File: src/rtl/router_out_reader.sv
// Output-port reader: pops the router FIFO into a 3-entry skid buffer, parses packet
// framing (header/payload/parity) on the way in, and flags errors, aborts and starvation.
module router_out_reader #(
  parameter logic [1:0] PORT_ID    = 2'd0,
  parameter logic [4:0] STALL_WARN = 5'd28
) (
  input  logic       clk,
  input  logic       reset,
  input  logic       vld_out,
  input  logic [7:0] data_out,
  input  logic       soft_reset,
  output logic       read_enb,
  input  logic       pkt_ready,
  output logic       pkt_valid,
  output logic [7:0] pkt_data,
  output logic       pkt_sop,
  output logic       pkt_eop,
  output logic       pkt_perr,
  output logic       addr_err,
  output logic       pkt_abort,
  output logic       starve_warn,
  output logic [7:0] pkt_count
);

  typedef enum logic [1:0] {S_HDR = 2'd0, S_PAYLOAD = 2'd1, S_PARITY = 2'd2} state_t;

  typedef struct packed {
    logic [7:0] data;
    logic       sop;
    logic       eop;
    logic       perr;
  } entry_t;

  state_t     state_q;
  logic [5:0] len_rem_q;
  logic [7:0] par_q;
  logic       rd_pend_q;
  logic [1:0] occ_q, wr_ptr_q, rd_ptr_q;
  entry_t     buf_q [3];
  logic [4:0] stall_q;
  logic       addr_err_q, pkt_abort_q;
  logic [7:0] pkt_count_q;

  logic       push, pop, room;
  logic [1:0] occ_d, wr_ptr_d, rd_ptr_d;
  entry_t     new_entry, head;

  // The byte requested last cycle is on data_out now; room counts it as already taken.
  assign push     = rd_pend_q;
  assign pop      = (occ_q != 2'd0) && pkt_ready;
  assign room     = ({1'b0, occ_q} + {2'b00, rd_pend_q}) < 3'd3;
  assign read_enb = ~reset & vld_out & ~soft_reset & room;

  always_comb begin
    new_entry = '{data: data_out, sop: 1'b0, eop: 1'b0, perr: 1'b0};
    case (state_q)
      S_HDR:    new_entry.sop = 1'b1;
      S_PARITY: begin
        new_entry.eop  = 1'b1;
        new_entry.perr = (data_out != par_q);
      end
      default: ;
    endcase
  end

  always_comb begin
    occ_d = occ_q;
    case ({push, pop})
      2'b10:   occ_d = occ_q + 2'd1;
      2'b01:   occ_d = occ_q - 2'd1;
      default: ;
    endcase
    wr_ptr_d = wr_ptr_q;
    if (push) wr_ptr_d = (wr_ptr_q == 2'd2) ? 2'd0 : wr_ptr_q + 2'd1;
    rd_ptr_d = rd_ptr_q;
    if (pop) rd_ptr_d = (rd_ptr_q == 2'd2) ? 2'd0 : rd_ptr_q + 2'd1;
  end

  assign head        = buf_q[rd_ptr_q];
  assign pkt_valid   = (occ_q != 2'd0);
  assign pkt_data    = head.data;
  assign pkt_sop     = pkt_valid & head.sop;
  assign pkt_eop     = pkt_valid & head.eop;
  assign pkt_perr    = pkt_valid & head.perr;
  assign addr_err    = addr_err_q;
  assign pkt_abort   = pkt_abort_q;
  assign starve_warn = (stall_q >= STALL_WARN);
  assign pkt_count   = pkt_count_q;

  always_ff @(posedge clk or posedge reset) begin
    if (reset) begin
      state_q     <= S_HDR;
      len_rem_q   <= 6'd0;
      par_q       <= 8'd0;
      rd_pend_q   <= 1'b0;
      occ_q       <= 2'd0;
      wr_ptr_q    <= 2'd0;
      rd_ptr_q    <= 2'd0;
      stall_q     <= 5'd0;
      addr_err_q  <= 1'b0;
      pkt_abort_q <= 1'b0;
      pkt_count_q <= 8'd0;
      for (int i = 0; i < 3; i++) buf_q[i] <= '0;
    end else begin
      addr_err_q  <= 1'b0;
      pkt_abort_q <= 1'b0;
      if (vld_out && !read_enb)
        stall_q <= (stall_q == 5'd31) ? stall_q : stall_q + 5'd1;
      else
        stall_q <= 5'd0;

      if (soft_reset) begin
        // Flush wins over any push/pop on this edge; the in-flight byte is dropped.
        pkt_abort_q <= (state_q != S_HDR) || (occ_q != 2'd0);
        state_q     <= S_HDR;
        len_rem_q   <= 6'd0;
        par_q       <= 8'd0;
        rd_pend_q   <= 1'b0;
        occ_q       <= 2'd0;
        wr_ptr_q    <= 2'd0;
        rd_ptr_q    <= 2'd0;
      end else begin
        rd_pend_q <= read_enb;
        occ_q     <= occ_d;
        wr_ptr_q  <= wr_ptr_d;
        rd_ptr_q  <= rd_ptr_d;
        if (push) begin
          buf_q[wr_ptr_q] <= new_entry;
          case (state_q)
            S_HDR: begin
              len_rem_q  <= data_out[7:2];
              par_q      <= data_out;
              addr_err_q <= (data_out[1:0] != PORT_ID);
              state_q    <= (data_out[7:2] != 6'd0) ? S_PAYLOAD : S_PARITY;
            end
            S_PAYLOAD: begin
              par_q     <= par_q ^ data_out;
              len_rem_q <= len_rem_q - 6'd1;
              if (len_rem_q == 6'd1) state_q <= S_PARITY;
            end
            S_PARITY: begin
              pkt_count_q <= pkt_count_q + 8'd1;
              state_q     <= S_HDR;
            end
            default: state_q <= S_HDR;
          endcase
        end
      end
    end
  end

endmodule
File: config.mk
export PLATFORM = sky130hd
export DESIGN_NAME = router_out_reader
export DESIGN_NICKNAME = d
export VERILOG_FILES = /design/src/rtl/router_out_reader.sv
export SDC_FILE = /design/constraint.sdc
export NUM_CORES = 1
export LEC_CHECK = 0
export ABC_AREA = 1
export CORE_MARGIN = 5
export CORE_UTILIZATION = 30
export DETAILED_ROUTE_END_ITERATION = 12
export PLACE_DENSITY = 0.57
export SYNTH_ARGS = -nofsm -noshare
export SYNTH_HDL_FRONTEND = slang
export SYNTH_SLANG_ARGS = --single-unit
File: constraint.sdc
create_clock -name clk -period 2.5 [get_ports clk]
set_input_delay 0.5 -clock clk [delete_from_list [all_inputs] [get_ports clk]]
set_output_delay 0.5 -clock clk [all_outputs]
set_load 0.005 [all_outputs]
-- Word-level counts from Yosys, hierarchy flattened
Index checks and enable logic that the tools add are counted.
- flip-flop bits (word level): 71
- output and inout port bits: 24
- add/sub/neg operators: 8
- $lt $le $gt $ge: 5
- equal/unequal tests: 11
- muxes and demuxes: 34
- bitwise operators: 11
- reduce and logical (&&, ||, !) cells: 18
- operator list (kind ; count):
    $bwmux W33 ; 1
    $mux W11 ; 3
    $mux W2 ; 12
    $bmux W11 S2 ; 1
    $demux W11 S2 ; 1
    $mux W8 ; 2
    $pmux W8 S2 ; 1
    $mux W6 ; 2
    $pmux W6 S2 ; 1
    $mux W5 ; 2
    $reduce_bool A2 Y1 ; 5
    $add A8 B1 Y8 const B ; 1
    $eq A2 B2 Y1 const B ; 4
    $ne A8 B8 Y1 ; 1
    $pmux W2 S2 ; 2
    $xor A8 B8 Y8 ; 1
    $add A2 B1 Y2 const B ; 3
    $and A1 B1 Y1 ; 6
    $eq A6 B1 Y1 const B ; 1
    $ge A3 B3 Y1 const B ; 2
    $mux W1 ; 6
    $not A2 Y3 ; 2
    $reduce_and A2 Y1 ; 3
    $reduce_bool A3 Y1 ; 2
    18 further kinds ; 22

-- Depth between registers and ports, before layout
- word-level depth: 7
- mapped depth: 9
- gate-level depth less buffers: 9

-- Worst setup path after synthesis
No wires, ideal clock.
- path type: reg2out
- start point: reg rd_pend_q, in the netlist push
- end point: out read_enb
- arrival: 1.103 ns
- path slack: 0.897 ns
- stages on the path, launching flop included: 6
- path buffers: 0
- path through: dfrtp_1 > ha_1 > ha_1 > nand2_1 > nand2_1 > nor2_1
- word-level cells in the longest chain between the ends: 3
- ends and longest elaborated chain (item ; RTL line ; text):
    from (decl) ; 37 ; logic rd_pend_q;
    from (signal assigned) ; 123 ; rd_pend_q <= read_enb;
    $add A2 B1 Y3 ; 51 ; assign room = ({1'b0, occ_q} + {2'b00, rd_pend_q}) < 3'd3;
    $lt A3 B2 Y1 ; 51 ;
    $and A1 B1 Y1 ; 52 ; assign read_enb = ~reset & vld_out & ~soft_reset & room;
    to (decl) ; 12 ; output logic read_enb,
No other way between the ends.

-- Final worst setup path
- start point: reg rd_ptr_q[1]
- end point: out pkt_perr
- word-level cells in the longest chain between the ends: 5
- ends and longest elaborated chain (item ; RTL line ; text):
    from (decl) ; 38 ; logic [1:0] occ_q, wr_ptr_q, rd_ptr_q;
    from (signal assigned) ; 126 ; rd_ptr_q <= rd_ptr_d;
    $not A2 Y3 (implied by the code) ; 79 ; assign head = buf_q[rd_ptr_q];
    $bmux W11 S2 ; 79 ;
    $mux W11 (implied by the code) (2 in a row) ; 79 ;
    $and A1 B1 Y1 ; 84 ; assign pkt_perr = pkt_valid & head.perr;
    to (decl) ; 18 ; output logic pkt_perr,
No other way between the ends. The select of a mux whose other input is x is not followed.

==> impl_results.md <==
- Outcome: completed
- Worst R2R Setup Slack: 0.71 ns
- Simple-gate share of the synthesized area: 0.2734
- Max-cap violations: 0
- Worst-path clk slew: approximately 0.06 ns
- Max clock buf depth: 2
- TNS Setup: 0 ns
- Vias per cell: roughly 4.6
- N_diodes: 0
- Net Count, Synth: slightly below 500
- Final slew viol count: 0
- Cell Area, Synth: between 0.003 and 0.004 sq mm
- Final Cell Area: between 0.004 and 0.005 sq mm
- # setup viols final: 0
- Crit share post-route: 0.9563
- Cell count of the worst reg-to-reg path: 6
- CP Class: reg -> out
- Worst slew pin tran: roughly 0.7 ns
- Post-DRT Antenna Nets: 0
- RSZ-0062 raised after global routing: no
- Leak: ~2.2 nW
- Total power: between 3 and 4 mW
- Total grt overflow: 0
- 1st-pass router iterations: 5
- Cell Chain, Critical Path: inv_1 -> buf_4 -> nor2_2 -> buf_6 -> nand2_1 -> nand3_1 -> nand2_1 -> inv_1 -> clkdlybuf4s50_1
- Largest family of logic cells by synthesized area: simple AND/OR/NAND/NOR gates
- Drt drc: 0
- R2r endpoint: stall_q[4]
- Worst-skew pair later-pin latency: roughly 0.33 ns
- Worst path max stage delay: slightly below 0.5 ns
- TritonCTS clock tree: built
- Worst Path Buf+Inv: 5
- Share of cells above drive strength 1: 0.08824
- R2R Path Start: occ_q[0]
- Core Util, Final: 0.3790
- Worst setup path endpoint: pkt_perr
- Mapped Avg Cell Area: about 7.8 sq um
- Post-Route WL: 8527 um
- Hold Crit Class: reg -> reg
- IO buf count: 36
- Clock tree sinks: a little over 70
- Crit path time final: 2.391 ns
- Compound-gate portion of the synthesized area: 0.1073
- Asr flop ratio synth: 1.000
- Final Wtd Congestion: just over 0.8
- Crit-path slowest cell: clkdlybuf4s50_1
- Adder-Cell Fraction of Synth Area: 0.02779
- DP HPWL: slightly above 6000 um
- I/O pin count: 37
- Cell count along the critical path: 9
- Initial core utilization: 0.3024
- Synth Area in XOR/XNOR: 0.02188
- Crit. End Element: primary output
- First-pass GRT wire length: about 14000 um
- Fin. Hold Viols: 0
- Post-synth EDFFs: 0
- Via count of the first global-routing pass: 2901
- Slew HR: 0.5280
- Root Driver: clkbuf_16
- Crit-path max FO: 14
- Chip width: approximately 120 um
- WHS Path Cells: 2
- Worst Path Required: around 2 ns
- Worst EP arrival: approximately 1.9 ns
- Delay-heaviest family, CP: buffers and inverters
- Placed Area: approximately 0.0042 sq mm
- Peak supply drop: 311.0 uV
- Final Skew: roughly 0.0081 ns
- Routed vias: between 3000 and 4000
- Core Rows: 40
- PD cells: 739.7 mW/mm^2
- Startpoint Class: flip-flop
- Worst setup path start: rd_ptr_q[1]
- Htree depth: 3
- Flip-flop and latch area: about 0.0018 sq mm
- Sequential area share after synthesis: 0.4932
- F_max: 418.3 MHz
- Multi-input logic area: around 0.0016 sq mm
- Top FF cell, synth: dfrtp_1
- DRT iter0 DRCs: between 200 and 250
- Post-synthesis mux area share: 0
- Total GRT Usage: 0.1238
- CTS Hold Bufs: 0
- Dpl cells: about 640
- Largest net degree at the start of global routing: 31
- # nets final: ~530
- FF+latch count, synth: 71
- Die Y: ~120 um
- Fillers: around 1200
- CTS buffer count: 9
- Core area: ~0.012 sq mm
- Post-route insts no fill: about 660
- Synth-to-layout area growth: 25.32%
- Ys Warns: 0
- WL/cell: between 10 and 15 um
- Synthesized instance count: roughly 460
- Synth cell types: 29
- Initial antenna violation count: 0
- Die area: 0.01430 sq mm
what timing repair did:
| item | 4_1_cts | 5_1_grt |
|---|---|---|
| endpoints found under the setup margin | 1 | 9 |
| gates resized for setup | 1 | 5 |
| setup buffers | 0 | 3 |
| cloned | 0 | 0 |
cells in the final DEF (no fill, tap or decap), types with 6 or more instances in the layout:
cell             instances
inv_1                   48
buf_4                    8
inv_2                    6
nand2_1                153
dfrtp_1                 70
ha_1                     8
nor2_1                  30
o21ai_1                  9
a21oi_1                 10
clkdlybuf4s50_1         35
nand3_1                 33
o21ai_0                 45
clkbuf_16                9
tightest hold or removal path, stage by stage, from the launching register on:
cell,delay (ns)
dfrtp_1,0.34
nand2_1,0.05
o21ai_0,0.06
stage by stage:
| step | worst slack, ns | hold WS [ns] |
|---|---|---|
| 3_3_place_gp | 0.2886 | 0.4668 |
| 5_1_grt | 0.002097 | 0.5000 |
| 2_1_floorplan | 0.2034 | 0.4494 |
| 6_report | 0.1093 | 0.4835 |
| 3_5_place_dp | 0.2625 | 0.4704 |
| 4_1_cts | 0.01523 | 0.4864 |
logic make-up after synthesis:
| logic type | count (synthesis) |
|---|---|
| compound gates | 73 |
| xor+xnor | 9 |
| fa+ha+maj | 8 |
| buf+inv | 68 |
| flops | 71 |
| simple gates | 232 |
where the power goes:
group          internal (mW)  leakage [nW]  switching [mW]
combinational          0.276          1.10           0.363
clock                  0.865         0.151           0.475
sequential              1.27         0.962          0.0911
synthesized netlist by cell type (all sizes together) (3+ instances only):
library cell | instances | area share
nand2 | 156 | 0.17
dfrtp | 71 | 0.49
inv | 54 | 0.056
o21ai | 54 | 0.075
nand3 | 36 | 0.054
nor2 | 34 | 0.043
buf | 11 | 0.017
a21oi | 10 | 0.014
ha | 8 | 0.028
o22ai | 6 | 0.012
nand4 | 5 | 0.0087
xor2 | 5 | 0.012
xnor2 | 4 | 0.0097
clkbuf | 3 | 0.0035
registers in the layout, summed over array words and instances, names as in the netlist:
signal / flops
wr_ptr_q: 2
pkt_abort: 1
rd_ptr_q: 2
state_q: 2
occ_q: 2
pkt_count: 8
par_q: 8
len_rem_q: 6
buf_q: 33
push: 1
addr_err: 1
stall_q: 5
metal layers:
metal / vias to the layer above / share of wire / track usage
li1: 1559 / - / -
met4: 0 / 0.015 / 0.05369
met5: - / 0 / 0
met3: 8 / 0.039 / 0.02215
met1: 1417 / 0.48 / 0.1642
met2: 59 / 0.47 / 0.1984
final cells by class:
class / instances / area share
repair buffers: 48 / 0.1075
multi-input cells: 322 / 0.3440
clock inverters: 6 / 0.01912
flip-flops and latches: 71 / 0.3938
inverters: 54 / 0.04490
clock buffers: 9 / 0.04989
well taps: 147 / 0.04074
how the worst min path moves through the flow:
stage            startpoint           end  slack, ns
2_1_floorplan      buf_q[0]      buf_q[0]       0.45
3_3_place_gp      buf_q[24]     buf_q[24]       0.47
3_5_place_dp      buf_q[22]     buf_q[22]       0.47
4_1_cts           buf_q[22]     buf_q[22]       0.49
5_1_grt        pkt_count[7]  pkt_count[7]       0.50
6_report           buf_q[7]      buf_q[7]       0.48
(Power assumes the default switching activity.)
